==> config.mk <==
export PLATFORM = sky130hd
export DESIGN_NAME = fact_arbiter
export DESIGN_NICKNAME = d
export VERILOG_FILES = /design/src/rtl/fact_arbiter.sv
export SDC_FILE = /design/constraint.sdc
export NUM_CORES = 1
export LEC_CHECK = 0
export ABC_AREA = 1
export ABC_CLOCK_PERIOD_IN_PS = 1400
export BUFFER_PORTS_ARGS = -buffer_cell sky130_fd_sc_hd__buf_2
export CORE_MARGIN = 2
export CORE_UTILIZATION = 43
export CTS_BUF_LIST = sky130_fd_sc_hd__clkbuf_8 sky130_fd_sc_hd__clkbuf_16
export CTS_CLUSTER_DIAMETER = 120
export DETAILED_ROUTE_END_ITERATION = 16
export PLACE_DENSITY = 0.83
export SYNTH_ARGS = -nofsm -noshare
export SYNTH_HDL_FRONTEND = slang
export SYNTH_SLANG_ARGS = --single-unit
export TNS_END_PERCENT = 20
==> constraint.sdc <==
create_clock -name clk -period 1.4 [get_ports clk]
set_clock_uncertainty 0.1 [all_clocks]
set_input_delay 0.14 -clock clk [delete_from_list [all_inputs] [get_ports clk]]
set_output_delay 0.14 -clock clk [all_outputs]
set_load 0.005 [all_outputs]
==> src/rtl/fact_arbiter.sv <==
// Two-requester arbiter in front of a factorial datapath: grants round-robin,
// validates the operand, launches the job and guards the Busy handshake with timeouts.
module fact_arbiter #(
    parameter int WD_CYCLES  = 63,
    parameter int ACK_CYCLES = 4
) (
    input  logic       clk,
    input  logic       reset,
    input  logic       req_a,
    input  logic [7:0] opnd_a,
    input  logic       req_b,
    input  logic [7:0] opnd_b,
    input  logic       Busy,
    input  logic [7:0] Result,
    output logic       Start,
    output logic [7:0] A,
    output logic       grant_a,
    output logic       grant_b,
    output logic       done_a,
    output logic       done_b,
    output logic       err_a,
    output logic       err_b,
    output logic [7:0] res,
    output logic [2:0] state_dbg
);

    // Requests are levels held until done_x/err_x; the owner sees exactly one of those pulses.
    localparam logic [2:0] IDLE     = 3'd0;
    localparam logic [2:0] CHECK    = 3'd1;
    localparam logic [2:0] LAUNCH   = 3'd2;
    localparam logic [2:0] WAIT_ACK = 3'd3;
    localparam logic [2:0] RUN      = 3'd4;
    localparam logic [2:0] DONE     = 3'd5;
    localparam logic [2:0] FAIL     = 3'd6;

    localparam logic [5:0] ACK_LAST = 6'(ACK_CYCLES - 1);
    localparam logic [5:0] WD_LAST  = 6'(WD_CYCLES - 1);

    logic [2:0] state;
    logic [2:0] next_state;
    logic [5:0] cnt;
    logic       last_b;
    logic       pick_b;

    // B wins only when A is absent or A was the one served last.
    assign pick_b = req_b && (!req_a || !last_b);

    always_comb begin
        next_state = state;
        case (state)
            IDLE:     if (req_a || req_b) next_state = CHECK;
            CHECK:    next_state = (A >= 8'd1 && A <= 8'd5) ? LAUNCH : FAIL;
            LAUNCH:   next_state = WAIT_ACK;
            WAIT_ACK: begin
                if (Busy)                 next_state = RUN;
                else if (cnt >= ACK_LAST) next_state = FAIL;
            end
            RUN: begin
                if (!Busy)               next_state = DONE;
                else if (cnt >= WD_LAST) next_state = FAIL;
            end
            DONE:     next_state = IDLE;
            FAIL:     next_state = IDLE;
            default:  next_state = IDLE;
        endcase
    end

    always_ff @(posedge clk) begin
        if (reset) begin
            state   <= IDLE;
            cnt     <= 6'd0;
            last_b  <= 1'b1;
            grant_a <= 1'b0;
            grant_b <= 1'b0;
            A       <= 8'd0;
            res     <= 8'd0;
        end else begin
            state <= next_state;
            // Saturating cycle counter restarted on every state change.
            if (next_state != state)
                cnt <= 6'd0;
            else if (cnt != 6'h3f)
                cnt <= cnt + 6'd1;
            if (state == IDLE && next_state == CHECK) begin
                grant_a <= !pick_b;
                grant_b <= pick_b;
                A       <= pick_b ? opnd_b : opnd_a;
            end
            if (state == RUN && !Busy)
                res <= Result;
            if (state == DONE || state == FAIL) begin
                grant_a <= 1'b0;
                grant_b <= 1'b0;
                last_b  <= grant_b;
            end
        end
    end

    assign Start     = (state == LAUNCH);
    assign done_a    = (state == DONE) && grant_a;
    assign done_b    = (state == DONE) && grant_b;
    assign err_a     = (state == FAIL) && grant_a;
    assign err_b     = (state == FAIL) && grant_b;
    assign state_dbg = state;

endmodule

==> summary.txt, run 1 <==
STA
  – Max Slew Vio Count: 0
  – Final Setup Violations: 15
  – Maximum clock rate: 662 MHz
  – Final critical-path required period: 1.51 ns
  – Total count of hold-check failures in the final report: 0
  – Max-slew headroom: 0.732
  – Worst Tran Pin Value: about 0.4 ns
  – RSZ-0062 raised after global routing: yes
  – Share of the clock period used by the worst path after layout: 1.08
  – Final worst setup slack: -0.110 ns

Pwr
  – Relative contribution of combinational cells to total power: 0.564
  – Power density relative to cell area: between 1500 and 2000 nW/um^2
  – Fraction of power consumed by sequential logic: 0.324
  – Total power: approximately 3.8 mW
  – Share of total power consumed by net switching: 0.411
  – VDD IR-drop max: between 0.001 and 0.0015 V
  – Internal Pwr Total: roughly 2.2 mW
  – Sw power: around 1.6 mW
  – Static power due to leakage: 0.976 nW
  – Share of total power in the clock network: 0.112

Route
  – Post-DR wirelength/cell: 13.6 um
  – Number of detailed-routing iterations run before antenna repair: 4
  – DRC violation total after the first TritonRoute iteration: 56
  – Number of remaining DRC errors: 0
  – Number of nets still failing antenna checks after routing: 0
  – Final WL: 4.27 mm
  – Via count: 1616
  – Vias/cell: 5.13

Finish
  – Share of final-layout standard cells stronger than drive strength 1: 0.458
  – Layout area overhead: 51.5%
  – Final Net Count: 304
  – Layout filler cell count: 246
  – Diode count: 0
  – Number of standard cells in the layout, taps in and fillers out: around 320
  – Leading cell types in the layout, fill and taps excluded: buf_2, nand2_1, buf_4
  – Most common cell after layout, fill and taps aside: buf_2
  – Post-route design area: 2120 sq um

Global routing
  – First-pass GRT wire length: 6.32 mm
  – Global router's overall resource usage: 0.228
  – Number of antenna violations at the first check in global routing: 0
  – Vias in the first global route: 1508
  – Overflow left after global routing: 0
  – Maximum number of pins on one net before global-route repair: 19

Clock network
  – Clock transition at the registers of the reported paths: 0.09 ns
  – # H-tree levels: 1
  – Root buffer selected by CTS: clkbuf_8
  – CTS tree: done
  – Worst-skew pair later-pin latency: 0.27 ns
  – Worst-case clock buffer depth: 2
  – Number of sinks driven by the clock tree: 28
  – CTS buffer count: 3
  – Number of hold buffers added after cts: 0

Die
  – Count of pins on the block boundary: 55
  – Die width: just over 60 um
  – Row count: 20
  – Area enclosed by the die boundary: roughly 3700 sq um
  – Effective utilization at floorplan: 0.455
  – Core area: 3080 sq um
  – DIE HEIGHT: just over 60 um

Worst setup path
  – Worst Path Class, Setup: reg2reg
  – Launching element type of the critical path: flop
  – Capturing element type of the critical path: flop
  – Worst EP required: 1.51 ns
  – Crit Path Max Fanout: 6
  – Worst Path Arrival: 1.62 ns

Placed design
  – Instance count after placement with tap cells included: 300
  – Area post-placement: 1830 sq um
  – Total half-perimeter wirelength after legalization and detailed placement: 2.79 mm
  – Routability-driven placement congestion ratio: 0.941
  – Number of buffers inserted by port buffering: 54

Logic synthesis
  – Distinct cells, synth: 28
  – Mean cell area of the mapped netlist: 7.45 sq um
  – Synth top area share: 0.400
  – Most area-hungry cell type in the Yosys netlist: dfxtp_1
  – Mapped Nets: 219
  – Sequential fraction of the synthesis area: 0.400
  – Warning count from the yosys run: 0
  – Post-Syn Area: 1400 sq um
  – Largest cells by area after synthesis: dfxtp_1, nand2_1, nand3_1, nor2_1, a21oi_1
  – Instance count of the mapped netlist: 188
  – Flops & latches, synth: 28

Run status
  – Violations in the final reports: setup timing
  – Outcome: complete, but fails checks

Run
  – Maximum capacitance violations: 0

Min path
  – Type of the worst min-delay path: in2reg
-- cell families (layout without fill, tap and decap cells) --
logic type / count (synthesis) / after routing / share of synthesized area
flops: 28 / 28 / 0.400
compound gates: 33 / 34 / 0.148
buf+inv: 23 / 105 / 0.0839
simple gates: 99 / 99 / 0.331
xor+xnor: 3 / 3 / 0.0188
fa+ha+maj: 2 / 2 / 0.0179
-- final timing paths --
| check | startpoint | end | slack [ns] | cells after the start |
|---|---|---|---|---|
| setup / recovery | cnt[0] | cnt[2] | -0.11 | 6 |
| hold / removal | opnd_a[6] | A[6] | 0.02 | 3 |
| setup reg to reg | cnt[0] | cnt[2] | -0.11 | 6 |
| hold reg to reg | res[0] | res[0] | 0.36 | 2 |
-- sequential cells by signal (all words and copies together), names as in the netlist --
name and flops:
grant_a 1, last_b 1, res 8, state_dbg 3, A 8, cnt 6, grant_b 1
-- metrics by stage --
stage          setup WS [ns]  hold WS (ns)  utilization  TNS, ns
3_5_place_dp          -0.119         0.306        0.593   -0.657
3_3_place_gp         -0.0380         0.302        0.593   -0.208
4_1_cts              -0.0469        0.0196        0.662   -0.429
5_1_grt               -0.169        0.0290        0.690    -2.15
2_1_floorplan         0.0442         0.197            -        0
6_report              -0.110        0.0200        0.690   -0.800
-- synth_stat cells --
library cell	instances
buf_2	1
inv_2	2
a21oi_4	1
inv_1	14
ha_1	2
nand2_2	2
nor4_1	1
nor2_1	23
nand3_1	19
nand4_1	1
nand4_2	1
o211ai_1	3
a41oi_1	1
nor2_2	2
xor2_1	3
clkbuf_1	2
a21oi_1	14
a211oi_1	2
a31oi_1	9
a21oi_2	1
o21ai_0	2
nand3_4	1
dfxtp_1	28
buf_6	4
or2_2	1
nand2_1	44
nor2_4	3
nand3_2	1
-- metal layers --
layer | up-vias | routed length (um) | global-route usage | share of wire
met5 | - | 0 | 0 | 0
met4 | 0 | 93 | 0.106 | 0.022
met3 | 11 | 268 | 0.0462 | 0.063
met2 | 62 | 2300 | 0.415 | 0.54
met1 | 749 | 1610 | 0.251 | 0.38
li1 | 794 | - | - | -
-- power by group through the flow --
stage / clock (mW) / sequential (mW) / combinational, mW
2_1_floorplan: 0 / 1.14 / 1.01
3_3_place_gp: 0 / 1.19 / 1.52
3_5_place_dp: 0 / 1.20 / 1.54
4_1_cts: 0.429 / 1.20 / 1.94
5_1_grt: 0.455 / 1.25 / 2.32
6_report: 0.426 / 1.23 / 2.14
-- area by class of cell --
cell class / count / area (sq um) / area share
timing repair buffer: 86 / 554 / 0.261
clock buffer: 3 / 41.3 / 0.0194
sequential: 28 / 577 / 0.272
multi-input combinational: 138 / 836 / 0.394
inverter: 16 / 60.1 / 0.0283
tap: 44 / 55.1 / 0.0259
-- worst max-delay path, cell delays in order (launching register included) --
cell and delay [ns]:
dfxtp_4 0.37, ha_4 0.17, nor2_4 0.09, nand4_1 0.17, a21oi_2 0.24, nand4_4 0.17
nor2_1 0.14
-- what timing repair did --
action                                  4_1_cts  5_1_grt
setup buffers                                 9        3
pin swaps                                     9       16
gates resized for setup                      23       16
endpoints found under the hold margin         0        0
endpoints found under the setup margin       13       21
gates cloned                                  1        0
Power figures use the tool's default switching activity.
==> inputs of run 2 (changes only) <==
--- a/config.mk
+++ b/config.mk
@@ -8,8 +8,10 @@
 export ABC_AREA = 1
 export ABC_CLOCK_PERIOD_IN_PS = 1400
 export BUFFER_PORTS_ARGS = -buffer_cell sky130_fd_sc_hd__buf_2
+export CELL_PAD_IN_SITES_DETAIL_PLACEMENT = 0
+export CELL_PAD_IN_SITES_GLOBAL_PLACEMENT = 2
 export CORE_MARGIN = 2
-export CORE_UTILIZATION = 43
+export CORE_UTILIZATION = 23
 export CTS_BUF_LIST = sky130_fd_sc_hd__clkbuf_8 sky130_fd_sc_hd__clkbuf_16
 export CTS_CLUSTER_DIAMETER = 120
 export DETAILED_ROUTE_END_ITERATION = 16
==> run 2 against run 1 <==
  * The run still ends with setup timing left
  * Via count decreased by 9.0%
  * Sequential cell count unchanged
  * Core utilization decreased by 33 points
  * Cell area decreased by 0.65%
  * Clock power increased by 50%
  * Critical path depth unchanged
  * Cell count increased by 7.9%
  * Combinational power decreased by 9.8%
  * Hold slack got worse by 0.0063 ns
  * Non-clock buffer count decreased by 6
  * Critical endpoint is now cnt[1]
==> summary.txt, run 2 (synthesized netlist as in run 1, its figures left out) <==
Run status
  – Outcome: complete, but fails checks
  – Violations in the final reports: setup timing

Finish
  – Most common cell after layout, fill and taps aside: buf_2
  – Register cell area after layout: 577 sq um (unchanged)
  – Layout area overhead: 50.5%
  – Multi-input gate area in the final layout: 812 sq um (-2.8%)
  – Diode count: 0 (unchanged)
  – Number of standard cells in the layout, taps in and fillers out: 340 (+7.9%)
  – Registers with the most flip-flops: A x8, res x8, cnt x6
  – Final Net Count: 297 (-2.3%)
  – Layout filler cell count: 625 (+150%)
  – Share of final-layout standard cells stronger than drive strength 1: 0.445 (-0.0123)
  – Post-route design area: 2110 sq um (-0.65%)
  – Leading cell types in the layout, fill and taps excluded: buf_2, nand2_1, buf_4

Worst setup path
  – Cell with the biggest individual delay on the critical path: dfxtp_4
  – Worst EP required: 1.51 ns (about the same)
  – Crit path launch: cnt[0]
  – Buffering stage count on the worst path with inverters included: 0 (unchanged)
  – Capturing element type of the critical path: flop
  – Worst Path Class, Setup: reg2reg
  – Family with the most delay on the worst path: simple AND/OR/NAND/NOR gates
  – Reg2reg end: cnt[1]
  – Worst path depth: 6 (unchanged)
  – Number of cells traversed by the worst register-to-register path: 6 (unchanged)
  – Launching element type of the critical path: flop
  – CP Capture Point: cnt[1]
  – Biggest cell delay along the critical path: 0.38 ns (about the same)
  – Slack of the worst reg-to-reg path: -0.05 ns (+0.06 ns)
  – Worst Path Arrival: 1.56 ns (-0.06 ns)
  – Worst flop-to-flop path startpoint: cnt[0]
  – Crit Path Max Fanout: 6 (unchanged)
  – Crit path cell chain: ha_4, nor2_4, nand4_1, a21oi_2, nand4_4, nor2_2

Min path
  – Type of the worst min-delay path: in2reg
  – Start point of the worst hold path: opnd_a[6]

Route
  – Vias/cell: 4.33 (-16%)
  – Final WL: 3.84 mm (-10%)
  – DRC violation total after the first TritonRoute iteration: 61 (+8.9%)
  – Number of detailed-routing iterations run before antenna repair: 4 (unchanged)
  – Via count: 1471 (-9.0%)
  – Number of nets still failing antenna checks after routing: 0 (unchanged)
  – Number of remaining DRC errors: 0 (unchanged)
  – Post-DR wirelength/cell: 11.3 um (-17%)

Pwr
  – Sw power: 1.46 mW (-6.3%)
  – Share of total power consumed by net switching: 0.385 (-0.0255)
  – Total power: 3.78 mW (about the same)
  – Power density relative to cell area: 1790 nW/um^2 (+0.55%)
  – Share of total power in the clock network: 0.169 (+0.057)
  – Relative contribution of combinational cells to total power: 0.509 (-0.055)
  – Internal Pwr Total: 2.33 mW (+4.2%)
  – Static power due to leakage: 0.952 nW (-2.5%)
  – VDD IR-drop max: 0.000694 V (-34%)
  – Fraction of power consumed by sequential logic: 0.321 (-0.003)

STA
  – Maximum clock rate: 691 MHz (+4.3%)
  – Share of the clock period used by the worst path after layout: 1.03 (-0.0442)
  – Final worst setup slack: -0.0481 ns (+0.0618 ns)
  – Worst Tran Pin Value: 0.284 ns (-0.116 ns)
  – Total count of hold-check failures in the final report: 0 (unchanged)
  – Max-slew headroom: 0.809 (+0.0770)
  – Final Setup Violations: 6 (-9)
  – RSZ-0062 raised after global routing: yes
  – Worst Hold Margin: 0.0137 ns (-0.00625 ns)
  – Final critical-path required period: 1.45 ns (-0.0618 ns)
  – Max Slew Vio Count: 0 (unchanged)
  – TNS Setup: -0.133 ns (+0.667 ns)

Clock network
  – Number of sinks driven by the clock tree: 28 (unchanged)
  – CTS buffer count: 3 (unchanged)
  – CTS tree: done
  – Number of hold buffers added after cts: 0 (unchanged)
  – Worst-case clock buffer depth: 2 (unchanged)
  – Worst-skew pair later-pin latency: 0.27 ns (about the same)
  – Root buffer selected by CTS: clkbuf_8
  – # H-tree levels: 1 (unchanged)
  – Clock transition at the registers of the reported paths: 0.10 ns (about the same)

Global routing
  – First-pass GRT wire length: 6.20 mm (-2.0%)
  – Overflow left after global routing: 0 (unchanged)
  – Maximum number of pins on one net before global-route repair: 19 (unchanged)
  – Vias in the first global route: 1399 (-7.2%)
  – Global router's overall resource usage: 0.118 (-0.110)
  – Number of antenna violations at the first check in global routing: 0 (unchanged)

Die
  – Count of pins on the block boundary: 55 (unchanged)
  – Row count: 28 (+40%)
  – Core area: 5920 sq um (+92%)
  – Die width: 82.1 um (+34%)
  – DIE HEIGHT: 82.1 um (+34%)
  – Area enclosed by the die boundary: 6730 sq um (+80%)
  – Effective utilization at floorplan: 0.237 (-0.219)

Placed design
  – Routability-driven placement congestion ratio: 0.792 (-16%)
  – Instance count after placement with tap cells included: 332 (+11%)
  – Total half-perimeter wirelength after legalization and detailed placement: 2.90 mm (+4.0%)
  – Area post-placement: 1890 sq um (+3.2%)
  – Number of buffers inserted by port buffering: 54 (unchanged)

Run
  – Maximum capacitance violations: 0 (unchanged)
-- run 2: cell count changes in the layout (fill, tap and decap cells not counted), sizes merged --
cell / before / now
bufinv: 0 / 1
buf: 86 / 80
a21oi: 17 / 16
-- run 2: worst min path at each step --
stage,cells past startpoint,to
2_1_floorplan,2,A[3]
3_3_place_gp,3,A[7]
3_5_place_dp,3,A[2]
4_1_cts,3,A[6]
5_1_grt,3,A[7]
6_report,3,A[6]
-- run 2: layout make-up --
cell class | count | area share
clock buffer | 3 | 0.0196
clock inverter | 1 | 0.0142
inverter | 16 | 0.0320
multi-input combinational | 137 | 0.385
sequential | 28 | 0.273
tap | 75 | 0.0445
timing repair buffer | 80 | 0.231
-- run 2: what timing repair did --
item	4_1_cts	5_1_grt
pin swaps	11	12
setup endpoints to repair	19	21
resized for setup	21	15
hold endpoints to repair	0	0
buffers inserted	5	0
-- run 2: power groups by stage --
stage | registers [mW] | clock network [mW] | logic, mW
after floorplan | 1.14 | 0 | 1.01
after global placement | 1.18 | 0 | 1.69
after detailed placement | 1.19 | 0 | 1.69
after CTS | 1.20 | 0.676 | 1.87
after global routing | 1.26 | 0.705 | 2.13
final | 1.22 | 0.641 | 1.93
-- run 2: layer usage --
metal  part of all wire  GRT usage
met5                  0          0
met1               0.45      0.151
met2               0.49      0.193
met4             0.0039     0.0300
met3              0.058     0.0341
-- run 2: stage by stage --
step,util,setup slack [ns]
6_report,0.356,-0.0481
3_3_place_gp,0.318,-0.0386
5_1_grt,0.356,-0.106
3_5_place_dp,0.318,-0.122
4_1_cts,0.348,-0.0398
2_1_floorplan,-,0.0442
-- run 2: worst min-delay path, stage by stage --
cell and delay (ns):
buf_2 0.09, nand2_1 0.05, a31oi_1 0.06
==> inputs of run 3 (changes only) <==
--- a/config.mk
+++ b/config.mk
@@ -15,6 +15,7 @@
 export CTS_BUF_LIST = sky130_fd_sc_hd__clkbuf_8 sky130_fd_sc_hd__clkbuf_16
 export CTS_CLUSTER_DIAMETER = 120
 export DETAILED_ROUTE_END_ITERATION = 16
+export GPL_TIMING_DRIVEN = 0
 export PLACE_DENSITY = 0.83
 export SYNTH_ARGS = -nofsm -noshare
 export SYNTH_HDL_FRONTEND = slang
==> run 3 against run 2 <==
  * The run still ends with setup timing left
  * Sequential power shrank 6%
  * Clock power shrank 20%
  * Critical path depth grew 3
  * Register-to-register slack is essentially flat
  * Routed wire length shrank 1.3%
  * Non-clock buffer count shrank 5
  * Largest power group unchanged
  * Highest routed layer unchanged
==> summary.txt, run 3 (synthesized netlist as in run 1, its figures left out) <==
Run status
  – Outcome: complete, but fails checks
  – Violations in the final reports: setup timing

STA
  – Worst Tran Pin Value: 0.512 ns (+0.229 ns)
  – Final critical-path required period: 1.44 ns (-0.0114 ns)
  – Maximum clock rate: 696 MHz (+0.80%)
  – Final Setup Violations: 10 (+4)
  – Worst Hold Margin: 0.00667 ns (-0.00704 ns)
  – Max-slew headroom: 0.659 (-0.151)
  – Max Slew Vio Count: 0 (unchanged)
  – RSZ-0062 raised after global routing: yes
  – Share of the clock period used by the worst path after layout: 1.03 (-0.00818)
  – Total count of hold-check failures in the final report: 0 (unchanged)
  – TNS Setup: -0.223 ns (-0.0897 ns)
  – Final worst setup slack: -0.0366 ns (+0.0114 ns)

Placed design
  – Total half-perimeter wirelength after legalization and detailed placement: 2.77 mm (-4.4%)
  – Routability-driven placement congestion ratio: 0.708 (-11%)
  – Number of buffers inserted by port buffering: 53 (-1.9%)
  – Area post-placement: 1760 sq um (-6.6%)
  – Instance count after placement with tap cells included: 316 (-4.8%)

Clock network
  – CTS buffer count: 3 (unchanged)
  – Clock transition at the registers of the reported paths: 0.10 ns (about the same)
  – Worst-case clock buffer depth: 2 (unchanged)
  – CTS tree: done
  – # H-tree levels: 1 (unchanged)
  – Number of sinks driven by the clock tree: 28 (unchanged)
  – Root buffer selected by CTS: clkbuf_8
  – Worst-skew pair later-pin latency: 0.28 ns (about the same)

Die
  – Area enclosed by the die boundary: 6730 sq um (unchanged)
  – Effective utilization at floorplan: 0.237 (unchanged)
  – DIE HEIGHT: 82.1 um (unchanged)
  – Die width: 82.1 um (unchanged)
  – Core area: 5920 sq um (unchanged)
  – Count of pins on the block boundary: 55 (unchanged)
  – Row count: 28 (unchanged)

Worst setup path
  – Worst Path Arrival: 1.51 ns (-0.05 ns)
  – Capturing element type of the critical path: flop
  – Crit Path Max Fanout: 7 (+1)
  – Top cell by count, worst path: nand3_2
  – Worst EP required: 1.48 ns (-0.03 ns)
  – Cell with the biggest individual delay on the critical path: dfxtp_2
  – Worst Path Class, Setup: reg2reg
  – Crit path cell chain: buf_6, inv_2, nand2_2, nor2_4, nand3_1, nand3_2, nand3_2, nand4_4, nor2_1
  – Worst flop-to-flop path startpoint: state_dbg[0]
  – Biggest cell delay along the critical path: 0.33 ns (-0.05 ns)
  – Crit path launch: state_dbg[0]
  – Launching element type of the critical path: flop

Finish
  – Share of final-layout standard cells stronger than drive strength 1: 0.423 (-0.0222)
  – Final Net Count: 292 (-1.7%)
  – Post-route design area: 2030 sq um (-3.7%)
  – Final core occ: 0.343 (-0.0131)
  – Leading cell types in the layout, fill and taps excluded: buf_2, nand2_1, dfxtp_1
  – Number of standard cells in the layout, taps in and fillers out: 335 (-1.5%)
  – Most common cell after layout, fill and taps aside: buf_2
  – Diode count: 0 (unchanged)
  – Layout area overhead: 45.0%
  – Registers with the most flip-flops: A x8, res x8, cnt x6

Route
  – Vias/cell: 4.42 (+2.1%)
  – Final WL: 3.78 mm (-1.3%)
  – Via count: 1480 (+0.61%)
  – Number of nets still failing antenna checks after routing: 0 (unchanged)
  – DRC violation total after the first TritonRoute iteration: 56 (-8.2%)
  – Number of detailed-routing iterations run before antenna repair: 4 (unchanged)
  – Post-DR wirelength/cell: 11.3 um (+0.14%)
  – Number of remaining DRC errors: 0 (unchanged)

Global routing
  – First-pass GRT wire length: 6.50 mm (+4.9%)
  – Overflow left after global routing: 0 (unchanged)
  – Vias in the first global route: 1445 (+3.3%)
  – Number of antenna violations at the first check in global routing: 0 (unchanged)
  – Global router's overall resource usage: 0.124 (+0.00670)
  – Maximum number of pins on one net before global-route repair: 16 (-3)

Pwr
  – Static power due to leakage: 0.902 nW (-5.2%)
  – VDD IR-drop max: 0.000858 V (+23%)
  – Power density relative to cell area: 1730 nW/um^2 (-3.5%)

Run
  – Maximum capacitance violations: 0 (unchanged)

Min path
  – Type of the worst min-delay path: in2reg
  – Start point of the worst hold path: opnd_a[3]
-- run 3: cell count changes in the layout (fill, tap and decap cells not counted), moves of 2 or more --
cell	before	now
buf_6	2	5
buf_4	24	13
buf_2	53	55
clkbuf_1	0	2
dfxtp_2	1	3
nand3_4	1	3
dfxtp_4	4	2
nand3_2	5	3
-- run 3: per-stage QoR --
step | power [mW] | worst slack [ns]
detailed placement | 2.62 | -0.190
CTS | 3.46 | -0.0588
global placement | 2.63 | -0.203
floorplan | 2.15 | 0.0442
finish | 3.52 | -0.0366
global route | 3.82 | -0.172
-- run 3: worst paths after layout --
kind	to	slack (ns)	cells after the start
max	cnt[0]	-0.04	9
min	A[3]	0.007	3
max reg2reg	cnt[0]	-0.04	9
min reg2reg	res[7]	0.37	2
-- run 3: cell type report --
| class | count | area, sq um |
|---|---|---|
| timing repair buffer | 68 | 379 |
| clock buffer | 4 | 55.1 |
| tap | 75 | 93.8 |
| buffer | 7 | 57.6 |
| fill | 652 | 3890 |
| inverter | 16 | 62.6 |
| sequential | 28 | 572 |
| multi-input combinational | 137 | 812 |
-- run 3: worst max-delay path: cells and delay by family (launching register included) --
kind                   cells  cell delay [ns]
buffers and inverters      2             0.22
and+or+nand+nor            7             0.68
DFF                        1             0.33
-- run 3: per-layer routing --
metal  vias up  routed length (um)  share of wire  track usage
met5         -                   0              0            0
met4         0                  31         0.0082       0.0300
met1       668                1670           0.44        0.160
met2        37                1830           0.48        0.207
met3         4                 254          0.067       0.0330
li1        771                   -              -            -
-- run 3: repair_timing --
item	in CTS	in global routing
setup endpoints to repair	20	23
setup buffers	12	2
endpoints found under the hold margin	0	0
cloned	1	0
hold buffers	0	0
resized for setup	21	9
pin swaps	13	4
-- run 3: report_power, final --
part / leakage, nW / switching, mW / internal, mW / total [mW]
Sequential: 0.231 / 0.142 / 1.01 / 1.15
Clock: 0.0288 / 0.258 / 0.252 / 0.510
Combinational: 0.642 / 1.04 / 0.817 / 1.86
Total: 0.902 / 1.44 / 2.08 / 3.52
